$ cat src/rtl/pmp_ctrl_pkg.sv
`default_nettype none
// ============================================================================
// Module      : pmp_ctrl_pkg
// Description : Shared types and constants for the PMP address CSR controller.
// Revision    : 1.0 - initial release
// ============================================================================
package pmp_ctrl_pkg;

    // Controller sequencing states
    typedef enum logic [1:0] {
        IDLE = 2'd0,
        BULK = 2'd1,
        DONE = 2'd2
    } pmp_ctrl_state_e;

    localparam int PMP_ADDR_W      = 34;
    localparam int PMP_MAX_REGIONS = 16;
    localparam int PMP_IDX_W       = $clog2(PMP_MAX_REGIONS);

endpackage
`default_nettype wire

$ cat src/rtl/pmp_elock_eval.sv
`default_nettype none
// ============================================================================
// Module      : pmp_elock_eval
// Description : Effective lock per region. A region is locked by its own L
//               bit, or by the next region being a locked TOR region (which
//               uses this region's address as its bottom bound).
// Revision    : 1.0 - initial release
// ============================================================================
module pmp_elock_eval #(
    parameter int NUM_REGIONS = 4
) (
    input  logic [NUM_REGIONS-1:0] lock_i,
    input  logic [NUM_REGIONS-1:0] tor_i,
    output logic [NUM_REGIONS-1:0] elock
);

    genvar i;
    generate
        for (i = 0; i < NUM_REGIONS; i++) begin : g_elock
            if (i + 1 < NUM_REGIONS) begin : g_tor_prop
                assign elock[i] = lock_i[i] | (lock_i[i+1] & tor_i[i+1]);
            end else begin : g_last
                assign elock[i] = lock_i[i];
            end
        end
    endgenerate

endmodule
`default_nettype wire

$ cat src/rtl/pmp_addr_csr_ctrl.sv
`default_nettype none
// ============================================================================
// Module      : pmp_addr_csr_ctrl
// Description : PMP address register array with a single-beat CSR port and a
//               streaming bulk-load sequencer. Bulk start has priority over
//               CSR in IDLE; writes honour effective (TOR-propagated) locks.
// Revision    : 1.0 - initial release
// ============================================================================
module pmp_addr_csr_ctrl
    import pmp_ctrl_pkg::*;
#(
    parameter int PMPNumRegions = 4,
    parameter int PMPAddrWidth  = PMP_ADDR_W
) (
    input  logic                    clk_i,
    input  logic                    rst_ni,
    input  logic                    csr_req_i,
    input  logic                    csr_we_i,
    input  logic [PMP_IDX_W-1:0]    csr_idx_i,
    input  logic [PMPAddrWidth-1:0] csr_wdata_i,
    output logic                    csr_gnt_o,
    output logic                    csr_rvalid_o,
    output logic [PMPAddrWidth-1:0] csr_rdata_o,
    output logic                    csr_err_o,
    input  logic [PMPNumRegions-1:0] lock_i,
    input  logic [PMPNumRegions-1:0] tor_i,
    input  logic                    bulk_start_i,
    input  logic                    bulk_valid_i,
    input  logic [PMPAddrWidth-1:0] bulk_data_i,
    output logic                    bulk_ready_o,
    output logic                    bulk_done_o,
    output logic                    bulk_err_o,
    output logic                    busy_o,
    output logic [PMPAddrWidth-1:0] csr_pmp_addr_o [PMPNumRegions]
);

    localparam logic [PMP_IDX_W:0]   c_num_regions = (PMP_IDX_W+1)'(PMPNumRegions);
    localparam logic [PMP_IDX_W-1:0] c_last_idx    = PMP_IDX_W'(PMPNumRegions - 1);

    pmp_ctrl_state_e         r_state;
    logic [PMP_IDX_W-1:0]    r_cnt;
    logic                    r_bulk_err;
    logic                    r_rvalid;
    logic                    r_err;
    logic [PMPAddrWidth-1:0] r_rdata;

    logic [PMPNumRegions-1:0] w_elock;
    logic                     w_gnt;
    logic                     w_idx_ok;
    logic                     w_idx_elock;
    logic                     w_cnt_elock;
    logic [PMPAddrWidth-1:0]  w_rd_mux;
    logic                     w_csr_wr;
    logic                     w_beat;
    logic                     w_bulk_wr;

    pmp_elock_eval #(
        .NUM_REGIONS (PMPNumRegions)
    ) u_elock (
        .lock_i (lock_i),
        .tor_i  (tor_i),
        .elock  (w_elock)
    );

    // Grant only from IDLE, and never when a bulk start claims the same cycle
    assign w_gnt     = csr_req_i && (r_state == IDLE) && !bulk_start_i;
    assign w_idx_ok  = ({1'b0, csr_idx_i} < c_num_regions);
    assign w_csr_wr  = w_gnt && csr_we_i && w_idx_ok && !w_idx_elock;
    assign w_beat    = (r_state == BULK) && bulk_valid_i;
    assign w_bulk_wr = w_beat && !w_cnt_elock;

    // Select lock state and read data for the CSR index and the bulk counter
    always_comb begin
        w_idx_elock = 1'b0;
        w_cnt_elock = 1'b0;
        w_rd_mux    = '0;
        for (int i = 0; i < PMPNumRegions; i++) begin
            if (csr_idx_i == PMP_IDX_W'(i)) begin
                w_idx_elock = w_elock[i];
                w_rd_mux    = csr_pmp_addr_o[i];
            end
            if (r_cnt == PMP_IDX_W'(i)) begin
                w_cnt_elock = w_elock[i];
            end
        end
    end

    genvar gi;
    generate
        for (gi = 0; gi < PMPNumRegions; gi++) begin : g_region
            logic [PMPAddrWidth-1:0] r_addr;

            // Region register: CSR and bulk writes are mutually exclusive by state
            always_ff @(posedge clk_i or negedge rst_ni) begin
                if (!rst_ni) begin
                    r_addr <= '1;
                end else if (w_csr_wr && (csr_idx_i == PMP_IDX_W'(gi))) begin
                    r_addr <= csr_wdata_i;
                end else if (w_bulk_wr && (r_cnt == PMP_IDX_W'(gi))) begin
                    r_addr <= bulk_data_i;
                end
            end

            assign csr_pmp_addr_o[gi] = r_addr;
        end
    endgenerate

    // Sequencer: IDLE -> BULK (one beat per region) -> DONE -> IDLE
    always_ff @(posedge clk_i or negedge rst_ni) begin
        if (!rst_ni) begin
            r_state    <= IDLE;
            r_cnt      <= '0;
            r_bulk_err <= 1'b0;
        end else begin
            case (r_state)
                IDLE: begin
                    if (bulk_start_i) begin
                        r_state    <= BULK;
                        r_cnt      <= '0;
                        r_bulk_err <= 1'b0;
                    end
                end
                BULK: begin
                    if (bulk_valid_i) begin
                        // A locked beat is consumed but flagged
                        if (w_cnt_elock) begin
                            r_bulk_err <= 1'b1;
                        end
                        if (r_cnt == c_last_idx) begin
                            r_state <= DONE;
                            r_cnt   <= '0;
                        end else begin
                            r_cnt <= r_cnt + 1'b1;
                        end
                    end
                end
                DONE: begin
                    r_state <= IDLE;
                end
                default: begin
                    r_state <= IDLE;
                end
            endcase
        end
    end

    // CSR response, presented the cycle after the grant
    always_ff @(posedge clk_i or negedge rst_ni) begin
        if (!rst_ni) begin
            r_rvalid <= 1'b0;
            r_err    <= 1'b0;
            r_rdata  <= '0;
        end else begin
            r_rvalid <= w_gnt;
            r_err    <= w_gnt && (!w_idx_ok || (csr_we_i && w_idx_elock));
            r_rdata  <= (w_gnt && !csr_we_i && w_idx_ok) ? w_rd_mux : '0;
        end
    end

    assign csr_gnt_o    = w_gnt;
    assign csr_rvalid_o = r_rvalid;
    assign csr_rdata_o  = r_rdata;
    assign csr_err_o    = r_err;
    assign bulk_ready_o = (r_state == BULK);
    assign bulk_done_o  = (r_state == DONE);
    assign bulk_err_o   = r_bulk_err;
    assign busy_o       = (r_state != IDLE);

endmodule
`default_nettype wire

$ cat config.mk
export PLATFORM = sky130hd
export DESIGN_NAME = pmp_addr_csr_ctrl
export DESIGN_NICKNAME = d
export VERILOG_FILES = /design/src/rtl/pmp_ctrl_pkg.sv /design/src/rtl/pmp_elock_eval.sv /design/src/rtl/pmp_addr_csr_ctrl.sv
export SDC_FILE = /design/constraint.sdc
export NUM_CORES = 1
export LEC_CHECK = 0
export CAP_MARGIN = 25
export CORE_MARGIN = 5
export CORE_UTILIZATION = 45
export CTS_CLUSTER_DIAMETER = 100
export CTS_CLUSTER_SIZE = 16
export DETAILED_ROUTE_END_ITERATION = 12
export HOLD_SLACK_MARGIN = 0.03
export PLACE_DENSITY_LB_ADDON = 0.15
export SKIP_LAST_GASP = 1
export SLEW_MARGIN = 20
export SYNTH_ARGS = -nofsm -noshare
export SYNTH_HDL_FRONTEND = slang
export SYNTH_SLANG_ARGS = --single-unit
$ cat constraint.sdc
create_clock -name clk_i -period 2.63 [get_ports clk_i]
set_clock_uncertainty 0.05 [all_clocks]
set_input_delay 0.6575 -clock clk_i [delete_from_list [all_inputs] [get_ports clk_i]]
set_output_delay 0.6575 -clock clk_i [all_outputs]
set_load 0.005 [all_outputs]
==> summary.md <==
| Metric | Value |
|---|---|
| Max Clock Freq | `413 MHz` |
| DR pass1 iterations | `7` |
| Largest family of logic cells by synthesized area | `compound AO/OA/AOI/OAI gates` |
| Crit path required time | `2.91 ns` |
| Initial core utilization | `45.2%` |
| Number of global-route vias before repair | `8339` |
| Largest net degree at the start of global routing | `67` |
| Post-Synth Adder-Cell Area | `0.552%` |
| Fin. max-slew vios | `0` |
| Seq pwr share | `40.5%` |
| Vias per inst | `5.60` |
| Slew @ Worst Pin | `0.653 ns` |
| Inst Count DP | `1438` |
| Fin crit period | `2.42 ns` |
| LEAKAGE | `5.07 nW` |
| CTS tree | `yes` |
| Final WS setup | `0.210 ns` |
| Core area | `0.0200 mm2` |
| Row Count | `52` |
| Placed Area | `0.0123 mm2` |
| Status | `finished, final reports clean` |
| Internal cell power | `9.04 mW` |
| Area grow syn2layout | `42.7%` |
| Simple-gate share of the synthesized area | `16.1%` |
| Fin. Hold Viols | `0` |
| Commonest non-fill, non-tap cells in the layout | `clkdlybuf4s50_1, nor2_1, nand2_1` |
| PortBufs | `261` |
| RSZ-0062 raised after global routing | `no` |
| Period utilization | `92.0%` |
| Synth warn | `0` |
| Met3 routed wirelength | `2180 um` |
| Layout cells sized above 1 | `19.3%` |
| Antenna-violating nets left | `0` |
| Synth Area in Compound Gates | `16.7%` |
| CP endpoint kind | `flop` |
| Routed met2 length | `14200 um` |
| Post-DP HPWL | `20500 um` |
| Clock share of power | `19.8%` |
| CP Max Fanout | `17` |
| Final setup fails | `0` |
| Global-route wire length before repair | `47300 um` |
| Synth Instances | `940` |
| CTS root buf | `clkbuf_16` |
| Sequential area share after synthesis | `51.3%` |
| Antenna diodes | `0` |
| Distinct cells, synth | `44` |
| # nets final | `1278` |
| Setup_tns | `0 ns` |
| Post-CTS Hold Fix Bufs | `0` |
| Remaining Overflow, GRT | `0` |
| CTS Buf Count | `17` |
| PwrDens | `1020 mW/mm2` |
| Final WL | `29900 um` |
| Final Cell Area | `0.0129 mm2` |
| #FFs+latches synth | `179` |
| Final core occ | `64.5%` |
| Max_cap viols | `0` |
| Initial DRC Count | `497` |
| Worst vdd ir | `531 uV` |
| Top Ports | `263` |
| Clk pin slew, worst setup/hold paths | `0.07 ns` |
| Die area | `0.0231 mm2` |
| Routability Congestion | `0.818` |
| Critical Path Source Type | `flop` |
| Switching Fraction | `31.7%` |
| Clk buf depth | `2` |
| Post-Route M1 WL | `12800 um` |
| Syn_nets | `1030` |
| Cell Count, Final, Fillers Out | `1471` |
| Most common cell after layout, fill and taps aside | `clkdlybuf4s50_1` |
| Net Sw Power | `4.19 mW` |
| Multiplexer share of the synthesized area | `11.3%` |
| Total clock sinks | `179` |
| Relative slew slack | `56.5%` |
| Place WS | `-0.210 ns` |
| Logic pwr share | `39.7%` |
| CTS H-tree depth | `4` |
| Mapped Avg Cell Area | `9.64 um2` |
| Worst Setup Path Type | `flop to flop` |
| Hold Path Class | `primary input to asynchronous set/reset pin` |
| Syn Std Cell Area | `0.00906 mm2` |
| Post-route DRC | `0` |
| Initial antenna violation count | `1` |
| Global-route usage over all layers | `25.3%` |
| Routed wire per std cell | `20.3 um` |
| Clock Latency Late Sink | `0.43 ns` |
| Die span in x | `152 um` |
| Vias | `8233` |
| Top Layer Used | `met5` |
| XOR/XNOR Fraction of Synth Area | `0%` |
| Critical path arrival | `2.70 ns` |
| Die Ht | `152 um` |
power groups by stage:
stage                     Sequential (mW)  Clock, mW  Combinational (mW)
after global routing                 5.52       2.78                5.72
after global placement               5.36          0                5.16
after floorplan                      5.25          0                2.10
final                                5.36       2.62                5.26
after detailed placement             5.38          0                5.28
after CTS                            5.35       2.67                5.31
timing repair:
item	CTS	global route
setup buffers	1	0
endpoints found under the setup margin	1	2
resized for setup	1	3
pin swaps	1	0
endpoints found under the hold margin	0	0
through the flow:
stage | power (mW) | hold WS (ns)
after floorplan | 7.35 | 0.312
after global placement | 10.5 | 0.425
after detailed placement | 10.7 | 0.433
after CTS | 13.3 | 0.147
after global routing | 14.0 | 0.170
final | 13.2 | 0.140
registers in the layout, indices dropped and copies added, names as in the netlist:
name,count
r_cnt,4
csr_err_o,1
g_region.r_addr,136
csr_rdata_o,34
r_state,2
bulk_err_o,1
csr_rvalid_o,1
worst max-delay path: stages (launching register included):
cell     delay (ns)
dfrtp_1        0.47
ha_1           0.20
or3b_4         0.41
or3b_4         0.42
a21oi_4        0.23
buf_12         0.22
mux2i_1        0.21
a21oi_1        0.10
layout make-up:
cell class,count,area (um2)
clock buffers,19,454
multi-input cells,679,4120
clock inverters,13,148
fillers,1691,7110
repair buffers,306,3200
flip-flops and latches,179,4650
well taps,270,338
inverters,5,18.8
cells by family after synthesis:
| group | after synthesis |
|---|---|
| flops | 179 |
| mux | 102 |
| compound gates | 231 |
| simple gates | 342 |
| buf+inv | 82 |
| fa+ha+maj | 4 |
metal layers:
metal | up-vias | global-route usage, %
met4 | 2 | 7.62
met2 | 323 | 41.3
met1 | 4027 | 33.0
met3 | 52 | 7.25
met5 | - | 0
li1 | 3829 | -
worst paths after layout:
kind | startpoint | end | slack [ns] | depth (start not counted)
max | r_cnt[0] | g_region[2].r_addr[10] | 0.21 | 7
min reg2reg | g_region[0].r_addr[33] | g_region[0].r_addr[33] | 0.44 | 2
max reg2reg | r_cnt[0] | g_region[2].r_addr[10] | 0.21 | 7
min | rst_ni | r_cnt[2] | 0.14 | 1
max in group asynchronous | rst_ni | g_region[3].r_addr[20] | 1.66 | 2
min in group clk_i | g_region[0].r_addr[33] | g_region[0].r_addr[33] | 0.44 | 2
cells in the mapped netlist:
cell,number,area (um2)
nand4b_1,1,8.76
or3_1,1,6.26
inv_1,5,18.8
mux2i_1,102,1020
and4_1,2,17.5
dfstp_2,136,3570
and2_2,1,7.51
nand2b_1,1,6.26
a21boi_0,1,7.51
nand3b_1,1,7.51
or3b_2,1,8.76
o21ai_0,7,35.0
nor2b_1,36,225
buf_2,11,55.1
nand4_1,2,12.5
a32o_1,1,10.0
o31ai_1,1,7.51
buf_12,3,60.1
a21o_2,1,8.76
o21ai_1,2,10.0
a22o_1,1,8.76
clkbuf_1,59,221
nor4b_2,1,15.0
a21oi_4,1,16.3
a21oi_1,71,355
dfrtp_1,43,1080
and3b_1,1,8.76
nand2_1,143,537
nor2_1,143,537
nand3_1,2,10.0
a21o_1,2,15.0
a221oi_1,1,8.76
a31oi_1,69,432
and4b_1,1,10.0
a211oi_1,35,263
a21boi_1,2,15.0
buf_1,4,15.0
a221o_1,1,10.0
nor4b_1,1,8.76
nor3_1,1,5.00
or3b_4,2,22.5
a311oi_1,35,307
ha_1,4,50.1
and2_1,1,6.26
No activity file was read; power rests on OpenSTA's default activity.
